[src/rtl/demux_bin_stream.sv]
// demux_bin_stream: routes a valid/ready payload stream to one of WIDTH output
// lanes, selected by a binary lane index. A single-entry output register gives
// one cycle of latency and sustains one transfer per cycle.
//
// Ports:
//   clk    rising-edge clock
//   rst    asynchronous active-high reset
//   bin    binary destination lane, qualified by i_vld
//   i_vld  input payload valid
//   i_dat  input payload
//   i_rdy  input ready, combinational from o_rdy (independent of i_vld/bin)
//   o_vld  per-lane valid, one-hot or zero
//   o_dat  payload shared by all lanes
//   o_rdy  per-lane ready; only the selected lane's bit is used
//   err    one-cycle pulse after an input transfer with an out-of-range bin
module demux_bin_stream #(
    parameter type         DAT_T     = logic [8-1:0],
    parameter int unsigned WIDTH     = 32,
    localparam int unsigned WIDTH_LOG = $clog2(WIDTH)
) (
    input  logic                 clk,
    input  logic                 rst,
    input  logic [WIDTH_LOG-1:0] bin,
    input  logic                 i_vld,
    input  DAT_T                 i_dat,
    output logic                 i_rdy,
    output logic [WIDTH-1:0]     o_vld,
    output DAT_T                 o_dat,
    input  logic [WIDTH-1:0]     o_rdy,
    output logic                 err
);

    // Elaboration-time parameter check.
    if (WIDTH < 2) begin : g_width_check
        $error("demux_bin_stream: WIDTH must be >= 2");
    end

    typedef enum logic {
        EMPTY = 1'b0,
        FULL  = 1'b1
    } state_t;

    state_t               state_q;
    state_t               state_d;
    DAT_T                 dat_r;
    logic [WIDTH_LOG-1:0] bin_r;
    logic                 err_q;
    logic                 err_d;
    logic                 bin_legal;
    logic                 in_xfer;
    logic                 out_xfer;
    logic                 load;

    // bin_r is only ever loaded with a legal index, so o_rdy[bin_r] is in range.
    assign bin_legal = 32'(bin) < WIDTH;
    assign out_xfer  = (state_q == FULL) && o_rdy[bin_r];
    assign i_rdy     = (state_q == EMPTY) || o_rdy[bin_r];
    assign in_xfer   = i_vld && i_rdy;
    assign load      = in_xfer && bin_legal;

    // State, payload and error registers.
    always_ff @(posedge clk or posedge rst) begin
        if (rst) begin
            state_q <= EMPTY;
            dat_r   <= '0;
            bin_r   <= '0;
            err_q   <= 1'b0;
        end else begin
            state_q <= state_d;
            err_q   <= err_d;
            if (load) begin
                dat_r <= i_dat;
                bin_r <= bin;
            end
        end
    end

    // Next state: a legal load always leaves the entry full (reload when draining).
    always_comb begin
        state_d = state_q;
        err_d   = 1'b0;
        if (load) begin
            state_d = FULL;
        end else if (out_xfer) begin
            state_d = EMPTY;
        end
        // Out-of-range selects are consumed without loading and flagged.
        if (in_xfer && !bin_legal) begin
            err_d = 1'b1;
        end
    end

    // Lane-valid decode from the stored index.
    always_comb begin
        o_vld = '0;
        if (state_q == FULL) begin
            o_vld[bin_r] = 1'b1;
        end
    end

    assign o_dat = dat_r;
    assign err   = err_q;

endmodule
[config.mk]
export PLATFORM = sky130hd
export DESIGN_NAME = demux_bin_stream
export DESIGN_NICKNAME = d
export VERILOG_FILES = /design/src/rtl/demux_bin_stream.sv
export SDC_FILE = /design/constraint.sdc
export NUM_CORES = 1
export LEC_CHECK = 0
export BUFFER_PORTS_ARGS = -buffer_cell sky130_fd_sc_hd__clkbuf_2
export CAP_MARGIN = 10
export CELL_PAD_IN_SITES_DETAIL_PLACEMENT = 1
export CELL_PAD_IN_SITES_GLOBAL_PLACEMENT = 1
export CORE_ASPECT_RATIO = 1.2
export CORE_MARGIN = 2
export CORE_UTILIZATION = 27
export DETAILED_ROUTE_END_ITERATION = 16
export PLACE_DENSITY_LB_ADDON = 0.1
export SLEW_MARGIN = 30
export SYNTH_ARGS = -nofsm -noshare
export SYNTH_HDL_FRONTEND = slang
export SYNTH_SLANG_ARGS = --single-unit
export TNS_END_PERCENT = 50
[constraint.sdc]
create_clock -name clk -period 3 [get_ports clk]
set_clock_uncertainty 0.15 [all_clocks]
set_input_delay 0.3 -clock clk [delete_from_list [all_inputs] [get_ports clk]]
set_output_delay 0.3 -clock clk [all_outputs]
set_load 0.02 [all_outputs]
# Word-level counts from Yosys, hierarchy flattened
# Index checks and enable logic that the tools add are counted.
# op_classes
n_addsub,0
mul,0
n_div,0
n_lt_le_gt_ge,2
n_eq_ne,0
shift,0
mux,7
bitwise_logic,1
n_reduce_logical,5
# op_table
op,n
$mux W32,1
$lt A5 B6 Y1 const B,1
$bmux W1 S5,1
$demux W1 S5,1
$ge A5 B1 Y1 const B,1
$mux W1,4
$logic_and A1 B1 Y1,3
$reduce_bool A2 Y1,1
$logic_or A1 B1 Y1,1
$not A1 Y1,1
# totals
reg_bits,14
latchBits,0
ram_bits,0
rom_bits,0
in_bits,48
out_inout_bits,42
elab_cells,18
n_memories,0

# Logic depth before layout (Yosys ltp)
# logic_depth
ltp_word,5
depth_mapped,7
depth_no_buf,5

# Worst setup path after synthesis
# No wires, ideal clock.
# synth_path
kind,register to register
from,register bin_r[0]
to,register bin_r[0]
setup_ns,0.125
t_arrival_ns,2.111
required_time_ns,2.725
path_slack_ns,0.614
stages_incl_launch_ff,8
path_buffers,2
synth_period_minus_slack_ns,2.386
path_cell_list,dfrtp_1 buf_6 mux4_2 a22oi_1 nand4_2 o21ai_4 buf_8 mux2_4
# synth_via
elab_chain_cells,4
# synth_lines
item,line_no,text
from (decl),46,logic [WIDTH_LOG-1:0] bin_r;
from (signal assigned),73,bin_r <= bin;
$bmux W1 S5,57,assign i_rdy = (state_q == EMPTY) || o_rdy[bin_r];
$mux W1 (implied by the code),57,
$logic_or A1 B1 Y1,57,
$logic_and A1 B1 Y1,58,assign in_xfer = i_vld && i_rdy;
# No other way between the ends. The select of a mux whose other input is x is not followed.
# A chain may end at the register's enable or synchronous reset.

# Final worst setup path
# layout_path
from,register bin_r[0]
to,output i_rdy
# layout_via
elab_chain_cells,3
# layout_lines
item,line_no,text
$bmux W1 S5,57,
$mux W1 (implied by the code),57,
$logic_or A1 B1 Y1,57,
to (decl),26,"output logic i_rdy,"
# No other way between the ends. The select of a mux whose other input is x is not followed.

==> flow_summary.json <==
{
  "fin_ws_ns": 0.2730,
  "start_kind": "flop",
  "cpPeakStageDelay_ns": 0.60,
  "syn_to_final_growth_pct": 47.06,
  "io_pins": 90,
  "timing.fmax_mhz": 366.7,
  "syn_nets": 154,
  "final_nets": 242,
  "p_seq_frac": 0.277,
  "antenna_found_initial": 0,
  "hold_start": "i_dat[5]",
  "ctsResizeCount": 0,
  "r2r-end": "o_dat[7]$_DFFE_PP0P_",
  "synthDistinctLibCells": 30,
  "cts_tree": "yes",
  "synthCells": 106,
  "track_usage": 0.1511,
  "whs_endpoint": "o_dat[5]$_DFFE_PP0P_",
  "overflow": 0,
  "final.period_utilization": 0.9090,
  "numCtsBuffers": 3,
  "postRouteAntennaNets": 0,
  "comb_power_share": 0.631,
  "antennaDiodeCount": 0,
  "grt_max_degree": 16,
  "avgSynthCellArea_sq_um": 10.43,
  "firstDrtPassIters": 4,
  "drtIter0Drc": 22,
  "internal_power_uw": 869.1,
  "drc_errors": 0,
  "ys_warn_count": 0,
  "max_cap_viol_count": 0,
  "holdCritPathClass": "in -> reg",
  "tightest_slew_ns": 0.5406,
  "p_clk_frac": 0.093,
  "setup_viol": 0,
  "cts.sinks": 14,
  "async_flop_share": 1.000,
  "fin_crit_ns": 2.727,
  "grt_first_pass_wirelength_um": 5671,
  "pre_cts_ws_ns": 0.3440,
  "rsz0062_at_grt": "no",
  "hold_viol_final": 0,
  "p_leak_uw": 0.0008418,
  "core-area_sq_um": 3941,
  "die_area_sq_um": 4626,
  "p_sw_frac": 0.4612,
  "cts_max_path_buffers": 2,
  "vdd.ir_drop.worst_mv": 0.5404,
  "cp_data_required_time_ns": 2.55,
  "rows": 25,
  "synthFlopType": "dfrtp_1",
  "wl_per_cell_um": 13.69,
  "num_vias": 1148,
  "switchingPower_uw": 743.7,
  "worstHoldPathCells": 2,
  "path_cells": "mux4_2 > a32oi_1 > nand4_2 > or2_1 > clkbuf_2",
  "p_per_area_nw_per_um2": 991.5,
  "cp_max_fo": 8,
  "synth.top_cell.area_share": 0.3167,
  "r2r-start": "bin_r[0]$_DFFE_PP0P_",
  "synth-seq-area-share": 0.3167,
  "synth.most_common_cell": "nor2_1",
  "grt_pass1_vias": 1209,
  "fill_cells": 489,
  "cts-htree-levels": 1,
  "layout-drive-gt1-share": 0.5885,
  "die_width_um": 62.43,
  "yosysTopAreaCell": "dfrtp_1",
  "rr_worst_depth": 6,
  "cts_root_buffer": "clkbuf_8",
  "die_h_um": 74.11,
  "yosys-top-cells-count": "nor2_1, dfrtp_1, mux2_4",
  "endpoint_kind": "primary output",
  "place_congestion": 0.6841,
  "wl_um": 3367,
  "synth-seq-cells": 14,
  "place_hpwl_um": 2898,
  "relSlewSlack": 0.6392,
  "setup_tns_ns": 0,
  "vias_per_cell": 4.667,
  "r2r_setup_slack_ns": 0.37,
  "netlist_top_cells_area": "dfrtp_1, mux4_2, mux2_4",
  "crit_slowest_cell": "dfrtp_1",
  "clkSlewWorstSetupHoldPaths_ns": 0.05,
  "hold-worst-slack_ns": 0.1186,
  "timing.critical_path.arrival_ns": 2.28,
  "slew_violations": 0,
  "initial_core_util": 0.2806,
  "buffer_ports.inserted": 88,
  "syn-cell-area_sq_um": 1106,
  "cts_hold_buf": 1,
  "utilization": 0.4127,
  "path_class": "reg -> out",
  "cts_setup_buffers": 0,
  "status": "finished, final reports clean",
  "synth_edf_count": 0,
  "clkLatencyLatePin_ns": 0.24
}
## cells by family (layout without fill, tap and decap cells)
family	after synthesis	after routing	share of synthesized area
other cells	1	1	0.003390
mux	21	21	0.3247
flops	14	14	0.3167
simple gates	53	53	0.2364
compound gates	6	6	0.05996
buf+inv	11	97	0.05881
## area by class of cell
type                       count  area (sq um)  share of cell area
sequential                    14         350.3              0.2154
tap                           54         67.56             0.04154
timing repair buffer          91         465.4              0.2862
multi-input combinational     81         690.7              0.4246
inverter                       3         11.26            0.006923
clock buffer                   3         41.29             0.02538
## sequential cells by signal, indices dropped and copies added (netlist names)
register and flops:
bin_r 5, o_dat 8, state_q 1
## layout by cell type (no fill, tap or decap), drive strengths merged, types with 2 or more instances in the layout
| cell | n |
|---|---|
| and3b | 2 |
| buf | 2 |
| clkbuf | 91 |
| dfrtp | 14 |
| inv | 3 |
| mux2 | 12 |
| mux4 | 8 |
| nand2 | 2 |
| nand2b | 3 |
| nand3 | 2 |
| nand3b | 4 |
| nor2 | 33 |
| or3 | 2 |
## stage by stage
stage                     power, uW  std cells  instance area [sq um]
after global routing           1746        246                   1627
after CTS                      1636        246                   1627
after floorplan                1225        106                   1106
final                          1613        246                   1627
after detailed placement       1484        242                   1575
after global placement         1449        242                   1575
## routing by layer
layer | up-vias | routed length, um | GRT usage
met1 | 546 | 1373 | 0.1728
met4 | 0 | 23 | 0.03704
met3 | 4 | 232 | 0.03177
li1 | 544 | - | -
met5 | - | 0 | 0
met2 | 54 | 1738 | 0.2903
## worst max-delay path, delay by kind of cell, from the launching register on
kind	cells	cell delay [ns]
DFF	1	0.60
muxes	1	0.55
and+or+nand+nor	2	0.48
AOI/OAI and AO/OA	1	0.24
buffers and inverters	1	0.17
## power groups by stage
stage / logic [uW] / clock network, uW / registers (uW)
final: 1020 / 149 / 446
after global routing: 1100 / 164 / 480
after CTS: 1030 / 152 / 450
after detailed placement: 1030 / 0 / 453
after global placement: 1000 / 0 / 447
after floorplan: 801 / 0 / 424
## how the worst max path moves through the flow
stage | startpoint | endpoint | cells past startpoint
final | bin_r[0]$_DFFE_PP0P_ | i_rdy | 5
after CTS | bin_r[0]$_DFFE_PP0P_ | i_rdy | 5
after detailed placement | bin_r[0]$_DFFE_PP0P_ | o_dat[4]$_DFFE_PP0P_ | 6
after global routing | bin_r[0]$_DFFE_PP0P_ | i_rdy | 5
after floorplan | bin_r[0]$_DFFE_PP0P_ | bin_r[0]$_DFFE_PP0P_ | 7
after global placement | bin_r[0]$_DFFE_PP0P_ | o_dat[7]$_DFFE_PP0P_ | 6
Power figures use the tool's default switching activity.
